## config.mk

```make
export PLATFORM = sky130hd
export DESIGN_NAME = factorial_bcd_out
export DESIGN_NICKNAME = d
export VERILOG_FILES = /design/src/rtl/factorial_bcd_out.sv
export SDC_FILE = /design/constraint.sdc
export NUM_CORES = 1
export LEC_CHECK = 0
export ABC_CLOCK_PERIOD_IN_PS = 1800
export CORE_MARGIN = 4
export CORE_UTILIZATION = 40
export CTS_CLUSTER_SIZE = 28
export DETAILED_ROUTE_END_ITERATION = 8
export PLACE_DENSITY = 0.59
export SLEW_MARGIN = 20
export SYNTH_ARGS = -nofsm -noshare
export SYNTH_HDL_FRONTEND = slang
export SYNTH_SLANG_ARGS = --single-unit
```

## constraint.sdc

```tcl
create_clock -name clk -period 1.8 [get_ports clk]
set_input_delay 0.36 -clock clk [delete_from_list [all_inputs] [get_ports clk]]
set_output_delay 0.36 -clock clk [all_outputs]
set_load 0.1 [all_outputs]
```

## src/rtl/factorial_bcd_out.sv

```systemverilog
// ---------------------------------------------------------------------------
// factorial_bcd_out
//
// Result stage behind the factorial unit. A rising edge of done_i captures
// the binary result on data_i. A sequential double-dabble engine then turns
// it into packed BCD, one bit per clock. The digits are offered to the
// display / host-readout logic on a valid/ready handshake.
//
// Ports
//   clk      in   1          single clock, rising edge
//   rst_n    in   1          asynchronous assert, active-low reset
//   done_i   in   1          factorial done level; a rising edge = new result
//   data_i   in   WIDTH      factorial result, sampled on the done_i rise
//   bcd_o    out  4*DIGITS   packed BCD, digit 0 in bits [3:0]
//   valid_o  out  1          bcd_o holds a new, unconsumed result
//   ready_i  in   1          consumer accepts when valid_o && ready_i
//   busy_o   out  1          conversion in progress or result waiting
//   drop_o   out  1          1-cycle pulse: a done edge arrived while busy
//
// Timing: capture at edge E0, WIDTH shift edges follow, and valid_o is high
// after edge E0+WIDTH. The minimum spacing between results is WIDTH+2 cycles.
// ---------------------------------------------------------------------------
module factorial_bcd_out #(
    parameter int WIDTH  = 8,   // binary input width = number of shift cycles
    parameter int DIGITS = 3    // 10**DIGITS must exceed 2**WIDTH-1
) (
    input  logic                  clk,
    input  logic                  rst_n,
    input  logic                  done_i,
    input  logic [WIDTH-1:0]      data_i,
    output logic [4*DIGITS-1:0]   bcd_o,
    output logic                  valid_o,
    input  logic                  ready_i,
    output logic                  busy_o,
    output logic                  drop_o
);

    localparam int CNT_W = $clog2(WIDTH + 1);
    localparam int BCD_W = 4 * DIGITS;

    typedef enum logic [1:0] {
        ST_IDLE  = 2'd0,
        ST_SHIFT = 2'd1,
        ST_HOLD  = 2'd2
    } state_t;

    state_t             state_reg, state_next;
    logic               done_q_reg;
    logic [WIDTH-1:0]   shreg_reg, shreg_next;
    logic [BCD_W-1:0]   digits_reg, digits_next;
    logic [CNT_W-1:0]   cnt_reg, cnt_next;
    logic [BCD_W-1:0]   bcd_reg, bcd_next;
    logic               drop_reg, drop_next;

    logic               rise;
    logic               last_shift;
    logic [BCD_W-1:0]   digits_shifted;
    logic [WIDTH-1:0]   shreg_shifted;
    // carry[gi] is the bit shifted into the LSB of digit gi.
    logic [DIGITS-1:0]  carry;

    // -----------------------------------------------------------------------
    // Edge detect. done_q resets high, so a done_i level that is already
    // high when reset is released does not count as a new result.
    // -----------------------------------------------------------------------
    assign rise = done_i & ~done_q_reg;

    always_ff @(posedge clk or negedge rst_n) begin
        if (!rst_n) begin
            done_q_reg <= 1'b1;
        end else begin
            done_q_reg <= done_i;
        end
    end

    // -----------------------------------------------------------------------
    // One double-dabble step: add 3 to every digit >= 5, then shift
    // {digits, shreg} left by one bit.
    // For a legal BCD digit d (0..9), bit 3 of (d >= 5 ? d+3 : d) is set
    // exactly when d >= 5. So the bit that leaves a digit is the ge5 flag.
    // Only the low three bits of the adjusted digit survive the shift.
    // -----------------------------------------------------------------------
    assign carry[0]      = shreg_reg[WIDTH-1];
    assign shreg_shifted = {shreg_reg[WIDTH-2:0], 1'b0};

    generate
        for (genvar gi = 0; gi < DIGITS; gi++) begin : g_digit
            logic [3:0] digit;
            logic       ge5;
            logic [2:0] adj_low;

            assign digit   = digits_reg[4*gi +: 4];
            assign ge5     = (digit >= 4'd5);
            assign adj_low = ge5 ? (digit[2:0] + 3'd3) : digit[2:0];

            assign digits_shifted[4*gi +: 4] = {adj_low, carry[gi]};

            // The top digit has no neighbour. With 10**DIGITS > 2**WIDTH-1,
            // its ge5 flag never carries real weight.
            if (gi < DIGITS - 1) begin : g_carry
                assign carry[gi+1] = ge5;
            end
        end
    endgenerate

    assign last_shift = (cnt_reg == CNT_W'(1));

    // -----------------------------------------------------------------------
    // FSM process 1: state and datapath registers
    // -----------------------------------------------------------------------
    always_ff @(posedge clk or negedge rst_n) begin
        if (!rst_n) begin
            state_reg  <= ST_IDLE;
            shreg_reg  <= '0;
            digits_reg <= '0;
            cnt_reg    <= '0;
            bcd_reg    <= '0;
            drop_reg   <= 1'b0;
        end else begin
            state_reg  <= state_next;
            shreg_reg  <= shreg_next;
            digits_reg <= digits_next;
            cnt_reg    <= cnt_next;
            bcd_reg    <= bcd_next;
            drop_reg   <= drop_next;
        end
    end

    // -----------------------------------------------------------------------
    // FSM process 2: next state and datapath
    // -----------------------------------------------------------------------
    always_comb begin
        state_next  = state_reg;
        shreg_next  = shreg_reg;
        digits_next = digits_reg;
        cnt_next    = cnt_reg;
        bcd_next    = bcd_reg;

        unique case (state_reg)
            ST_IDLE: begin
                if (rise) begin
                    shreg_next  = data_i;
                    digits_next = '0;
                    cnt_next    = CNT_W'(WIDTH);
                    state_next  = ST_SHIFT;
                end
            end

            ST_SHIFT: begin
                shreg_next  = shreg_shifted;
                digits_next = digits_shifted;
                cnt_next    = cnt_reg - CNT_W'(1);
                // Publish the post-shift digits in the same cycle as the
                // final shift, so valid_o rises WIDTH edges after capture.
                if (last_shift) begin
                    bcd_next   = digits_shifted;
                    state_next = ST_HOLD;
                end
            end

            ST_HOLD: begin
                if (ready_i) begin
                    state_next = ST_IDLE;
                end
            end

            default: begin
                state_next = ST_IDLE;
            end
        endcase
    end

    // A rise is only accepted in IDLE. Anywhere else it is reported and
    // discarded. This includes the HOLD cycle that completes a handshake,
    // because the state is still HOLD when that rise is seen.
    assign drop_next = rise & (state_reg != ST_IDLE);

    // -----------------------------------------------------------------------
    // FSM process 3: outputs
    // -----------------------------------------------------------------------
    always_comb begin
        valid_o = (state_reg == ST_HOLD);
        busy_o  = (state_reg != ST_IDLE);
        bcd_o   = bcd_reg;
        drop_o  = drop_reg;
    end

endmodule

```

# Word level (Yosys, flattened, before mapping)
# Index checks and enable logic that the tools add are counted.
[classes]
eq_ne = 6
n_lt_le_gt_ge = 3
n_bitwise = 3
mux = 13
add_sub_neg = 4
n_reduce_logical = 6
[ops]
columns = ["op", "count"]
rows = [
  ["$pmux W12 S2", 1],
  ["$pmux W8 S2", 1],
  ["$ge A4 B3 Y1 const B", 3],
  ["$mux W12", 1],
  ["$add A3 B2 Y3 const B", 3],
  ["$mux W3", 3],
  ["$mux W8", 1],
  ["$pmux W4 S2", 1],
  ["$mux W2", 3],
  ["$pmux W2 S3", 1],
  ["$eq A4 B1 Y1 const B", 1],
  ["$mux W4", 1],
  ["$ne A2 B2 Y1 const B", 2],
  ["$reduce_and A2 Y1", 2],
  ["$reduce_bool A2 Y1", 2],
  ["$sub A4 B1 Y4 const B", 1],
  ["$reduce_and A3 Y1", 1],
  ["$and A1 B1 Y1", 2],
  ["$eq A2 B1 Y1 const B", 1],
  ["$eq A2 B2 Y1 const B", 1],
  ["$logic_not A2 Y1", 1],
  ["$ne A2 B1 Y1 const B", 1],
  ["$not A1 Y1", 1],
]
[totals]
output_inout_bits = 15
in_bits = 12
elab_cells = 42
ff_bits = 40

# Longest topological paths before layout
# Gate-level depths: netlist of run 1.
[depth]
depth_word = 4
mapped_depth = 7

# Worst setup path before layout of run 1
# OpenSTA, ideal clock, no wires.
[synth_timing]
path_kind = "register -> output"
from = "register state_reg[1]"
to = "output port valid_o"
path_stages_with_launch = 3
required_ns = 1.440
setup_slack_ns = -0.350
t_arrival_ns = 1.790
cell_sequence = "dfrtp_1 inv_2 nor2_1"
[synth_between]
elab_chain_len = 1
[synth_rtl]
columns = ["element", "line", "source"]
rows = [
  ["from (decl)", "47", "state_t state_reg, state_next;"],
  ["from (signal assigned)", "120", "state_reg <= state_next;"],
  ["$eq A2 B2 Y1", "182", "valid_o = (state_reg == ST_HOLD);"],
  ["to (decl)", "32", "output logic valid_o,"],
]
# No other way between the ends.

# Final worst setup path of run 1
[layout_timing]
from = "register state_reg[0]"
to = "output port busy_o"
[layout_between]
elab_chain_len = 1
[layout_rtl]
columns = ["element", "line", "source"]
rows = [
  ["$reduce_bool A2 Y1", "183", "busy_o = (state_reg != ST_IDLE);"],
  ["to (decl)", "34", "output logic busy_o,"],
]
# No other way between the ends.

==> results of run 1 <==
-- per-stage QoR --
step	util	hold slack, ps	setup slack, ps	cell area (µm²)
2_1_floorplan	-	64.4	109	1870
3_3_place_gp	0.530	310	47.9	2350
3_5_place_dp	0.530	311	41.2	2350
4_1_cts	0.553	492	137	2460
5_1_grt	0.553	527	41.2	2460
6_report	0.553	495	160	2460
-- path summary, 6_finish.rpt --
check / endpoint / slack, ps / startpoint / cells past startpoint
setup / recovery: busy_o / 160 / state_reg[0] / 3
hold / removal: shreg_reg[7] / 500 / shreg_reg[6] / 2
setup reg to reg: bcd_o[6] / 200 / digits_reg[4] / 6
hold reg to reg: shreg_reg[7] / 500 / shreg_reg[6] / 2
max in group asynchronous: digits_reg[2] / 800 / rst_n / 3
min in group asynchronous: shreg_reg[7] / 540 / rst_n / 2
-- per-layer routing --
layer / share of wire / GRT usage
met5: 0 / 0
met4: 0.016 / 0.0489
met3: 0.038 / 0.0343
met2: 0.49 / 0.215
met1: 0.46 / 0.176
-- synth_stat cells --
| cell type | number |
|---|---|
| a22o_1 | 8 |
| buf_2 | 2 |
| xnor2_1 | 3 |
| a222oi_1 | 6 |
| and2b_1 | 1 |
| o211ai_1 | 2 |
| mux2_2 | 7 |
| nor3_2 | 1 |
| dfrtp_1 | 39 |
| buf_4 | 1 |
| inv_2 | 1 |
| inv_1 | 15 |
| nand2_4 | 1 |
| o21ai_0 | 10 |
| nand2b_1 | 5 |
| o31ai_1 | 1 |
| a21oi_1 | 3 |
| buf_6 | 3 |
| nand2_1 | 13 |
| nor3_1 | 4 |
| nor2_1 | 4 |
| mux2i_1 | 4 |
| o22ai_1 | 1 |
| ha_1 | 8 |
| o21ai_2 | 1 |
| nand3_1 | 3 |
| a21oi_2 | 3 |
| xor2_1 | 2 |
| dfstp_2 | 1 |
| nor3b_2 | 1 |
| nor3b_1 | 3 |
| nor2b_4 | 1 |
| o21ai_1 | 4 |
-- tightest hold or removal path: cells and delay by family (launching register included) --
family / cells / cell delay (ps)
DFF: 1 / 360
buffers and inverters: 1 / 50
AOI/OAI and AO/OA: 1 / 70
-- logic make-up (layout without fill, tap and decap cells) --
family,count (synthesis),in the layout,share of synthesized area
xor gates and xnor gates,5,5,0.0235
DFF,40,40,0.538
buffers and inverters,22,57,0.0598
adders and majority gates,8,8,0.0537
and+or+nand+nor,37,37,0.111
AOI/OAI and AO/OA,39,39,0.150
muxes,11,11,0.0638
-- area by class of cell --
cell class	instances	area (µm²)
clock inverter	2	10.0
clock buffer	6	82.6
multi-input combinational	100	752
fill	380	1990
tap	52	65.1
inverter	16	60.1
timing repair buffer	33	485
sequential	40	1000
-- what timing repair did --
action / 4_1_cts / 5_1_grt
hold buffers: 1 / 0
gates resized for setup: 0 / 0
setup buffers: 0 / 0
endpoints found under the hold margin: 4 / 0
==> impl_metrics.py, run 1 <==
metrics = {
    "status": {
        "run_status": "finished, final reports clean",
    },
    "final_layout": {
        "mostFrequentLayoutCell": "dfrtp_1",
        "antenna_cells": 0,
        "fin_cells": 249,
        "fin_nets": 216,
        "areaGrowthSynthToFinish_pct": 31.9,
        "mostFrequentLayoutCells": "dfrtp_1, buf_12, inv_1, nand2_1",
        "drive_gt1_frac": 0.244,
    },
    "global_route": {
        "grt_max_degree": 25,
        "grt_pass1_vias": 1357,
        "gr-total-overflow": 0,
        "grt_util_all_layers": 0.135,
        "antenna_found_initial": 0,
        "grt_first_pass_wirelength_mm": 6.36,
    },
    "min_path": {
        "worstHoldPathType": "reg2reg",
    },
    "worst_setup_path": {
        "worstSetupStartpointType": "register",
        "path_class": "reg2out",
        "slowest_delay_ps": 540,
        "crit_arrival_ps": 1280,
        "crit_family": "flip-flops",
        "crit_buf_inv": 2,
        "cp.required_ps": 1440,
        "path_cells": "nor2_1, inv_1, buf_12",
        "crit_fanout": 9,
        "end_kind": "output pin",
        "slowest_stage": "dfrtp_1",
    },
    "synthesis": {
        "synth_nets": 182,
        "yosys_warnings": 0,
        "synth.distinct_cells": 33,
        "syn_area_um2": 1860,
        "synth_area_leaders": "dfrtp_1, ha_1, mux2_2",
        "ys_seq_elements": 40,
        "yosysTopAreaCell": "dfrtp_1",
        "yosysTopAreaCellShare": 0.524,
        "syn-mean-instance-area_um2": 11.5,
        "synth_cells": 162,
        "yosysSeqAreaShare": 0.538,
    },
    "sta": {
        "fin_crit_sh": 0.911,
        "finalHoldViolations": 0,
        "fmax_mhz": 610,
        "min_period_ps": 1640,
        "maxSlewViolCount": 0,
        "fin_skew_ps": 6.93,
        "slew_headroom": 0.711,
        "final-setup-viol-count": 0,
        "tns_ps": 0,
        "rsz0062_at_grt": "false",
        "worst_pin_slew_ps": 434,
    },
    "placed_design": {
        "placedCellCount": 240,
        "portBuffers": 26,
        "routabilityCongestion": 0.799,
        "dp_hpwl_mm": 2.67,
    },
    "cts": {
        "cts_sinks": 40,
        "h-tree-depth": 2,
        "clock_path_buffers": 2,
        "cts.clk_slew.worst_paths_ps": 80,
        "tritoncts": "built",
        "cts_made_buffers": 5,
        "clock-root-buffer": "clkbuf_8",
        "clkLatencyLatePin_ps": 290,
    },
    "floorplan": {
        "ios": 27,
        "die_height_um": 76.2,
        "core_um2": 4440,
        "start_util": 0.419,
        "rows": 24,
        "die_x_um": 76.2,
        "die_area_um2": 5810,
    },
    "drt": {
        "drc": 0,
        "routed_wl_mm": 3.58,
        "post_drt_wl_per_cell_um": 14.4,
        "drt_iter0_drc": 99,
        "first_pass_iters": 4,
        "vias_per_cell": 5.18,
        "via_count": 1289,
        "ant_nets": 0,
    },
    "flow_run": {
        "drv_cap": 0,
    },
}
Power of run 1 is not shown: default switching activity piles up to over one toggle a cycle in this logic, so the estimate is an artifact.
==> run 2, diff against run 1 <==
--- a/config.mk
+++ b/config.mk
@@ -6,11 +6,13 @@
 export NUM_CORES = 1
 export LEC_CHECK = 0
 export ABC_CLOCK_PERIOD_IN_PS = 1800
+export CORE_ASPECT_RATIO = 0.7
 export CORE_MARGIN = 4
 export CORE_UTILIZATION = 40
 export CTS_CLUSTER_SIZE = 28
 export DETAILED_ROUTE_END_ITERATION = 8
 export PLACE_DENSITY = 0.59
+export REMOVE_ABC_BUFFERS = 1
 export SLEW_MARGIN = 20
 export SYNTH_ARGS = -nofsm -noshare
 export SYNTH_HDL_FRONTEND = slang
==> run 2 against run 1 <==
First-iteration DRC count shrank 41%; sequential share of layout area shrank 0.083 points; wire length shrank 0.20%; critical path depth is the same; largest cell class unchanged.
==> impl_metrics.py, run 2 (synthesis results as in run 1) <==
metrics = {
    "status": {
        "run_status": "finished, final reports clean",
    },
    "floorplan": {
        "ios": 27,
        "die_x_um": 89.6,
        "die_area_um2": 5830,
        "die_height_um": 65.1,
        "core_um2": 4430,
        "rows": 20,
        "start_util": 0.421,
    },
    "sta": {
        "min_period_ps": 1680,
        "fin_crit_sh": 0.932,
        "hold_ws_ps": 122,
        "fmax_mhz": 596,
        "final-setup-viol-count": 0,
        "fin_skew_ps": 5.16,
        "maxSlewViolCount": 0,
        "worst_pin_slew_ps": 493,
        "finalHoldViolations": 0,
        "rsz0062_at_grt": "false",
        "slew_headroom": 0.671,
    },
    "final_layout": {
        "areaGrowthSynthToFinish_pct": 32.2,
        "register_area_um2": 1000,
        "drive_gt1_frac": 0.244,
        "multi_input_comb_area_um2": 749,
        "fin_nets": 216,
        "mostFrequentLayoutCell": "dfrtp_1",
        "mostFrequentLayoutCells": "dfrtp_1, buf_12, inv_1, nand2_1",
        "fillerInstances": 390,
        "antenna_cells": 0,
    },
    "drt": {
        "vias_per_cell": 5.11,
        "first_pass_iters": 4,
        "drt_iter0_drc": 58,
        "post_drt_wl_per_cell_um": 14.2,
        "via_count": 1287,
        "ant_nets": 0,
        "routed_wl_mm": 3.57,
        "drc": 0,
    },
    "cts": {
        "cts.clk_slew.worst_paths_ps": 70,
        "cts_made_buffers": 5,
        "tritoncts": "built",
        "clkLatencyLatePin_ps": 290,
        "postCtsHoldBufs": 0,
        "post_cts_buffers": 0,
        "clock_path_buffers": 2,
        "cts_sinks": 40,
        "clock-root-buffer": "clkbuf_8",
        "cts_resized": 0,
        "h-tree-depth": 2,
    },
    "min_path": {
        "worstHoldPathType": "in2async",
    },
    "worst_setup_path": {
        "end_kind": "output pin",
        "r2r-start": "digits_reg[4]",
        "worstSetupStartpointType": "register",
        "cp.required_ps": 1440,
        "slowest_stage": "dfrtp_1",
        "crit_arrival_ps": 1320,
        "slowest_delay_ps": 500,
        "path_class": "reg2out",
        "r2r.worst_path.cells": 6,
        "crit_fanout": 5,
        "r2r_end": "bcd_o[5]",
        "path_cells": "inv_2, nor2_1, buf_12",
        "reg2reg_slack_ps": 190,
    },
    "global_route": {
        "grt_pass1_vias": 1361,
        "antenna_found_initial": 0,
        "grt_util_all_layers": 0.140,
        "grt_first_pass_wirelength_mm": 6.19,
        "grt_max_degree": 41,
        "gr-total-overflow": 0,
    },
    "placed_design": {
        "dp_hpwl_mm": 2.65,
        "portBuffers": 26,
        "routabilityCongestion": 0.769,
    },
    "flow_run": {
        "drv_cap": 0,
    },
}
run 2: layer usage:
layer | GRT usage | part of all wire | up-vias
li1 | - | - | 636
met1 | 0.177 | 0.47 | 619
met2 | 0.226 | 0.47 | 27
met3 | 0.0451 | 0.052 | 5
met4 | 0.0465 | 0.012 | 0
met5 | 0 | 0 | -
run 2: layout make-up:
cell class,count,share of cell area
clock buffers,5,0.0279
clock inverters,3,0.0173
inverters,16,0.0244
multi-input cells,100,0.304
flip-flops and latches,40,0.407
well taps,55,0.0279
repair buffers,33,0.191
run 2: metrics by stage:
stage	utilization	setup TNS (ps)	instances	cell area [µm²]	worst slack (ps)
after floorplan	-	-350	156	1810	-350
after global placement	0.531	0	244	2350	45.0
after detailed placement	0.531	-70.5	244	2350	-39.9
after CTS	0.556	0	252	2460	119
after global routing	0.556	0	252	2460	31.9
final	0.556	0	252	2460	122
run 2: worst max-delay path by stage:
| stage | startpoint | endpoint | slack, ps |
|---|---|---|---|
| finish | state_reg[1] | valid_o | 120 |
| global route | digits_reg[5] | bcd_o[6] | 30 |
| CTS | state_reg[1] | valid_o | 120 |
| detailed placement | done_i | shreg_reg[5] | -40 |
| global placement | done_i | shreg_reg[5] | 40 |
| floorplan | state_reg[1] | valid_o | -350 |
run 2: critical path, delay by kind of cell, from the launching register on:
kind	cells	cell delay [ps]
buffers and inverters	2	320
and+or+nand+nor	1	210
DFF	1	500
Power of run 2 is left out for the same reason.
==> run 3, diff against run 2 <==
--- a/config.mk
+++ b/config.mk
@@ -17,3 +17,4 @@
 export SYNTH_ARGS = -nofsm -noshare
 export SYNTH_HDL_FRONTEND = slang
 export SYNTH_SLANG_ARGS = --single-unit
+export TNS_END_PERCENT = 5
==> results of run 3 <==
The final DEF is identical to that of run 2; final timing and power are the same.
Power of run 3 is left out for the same reason.
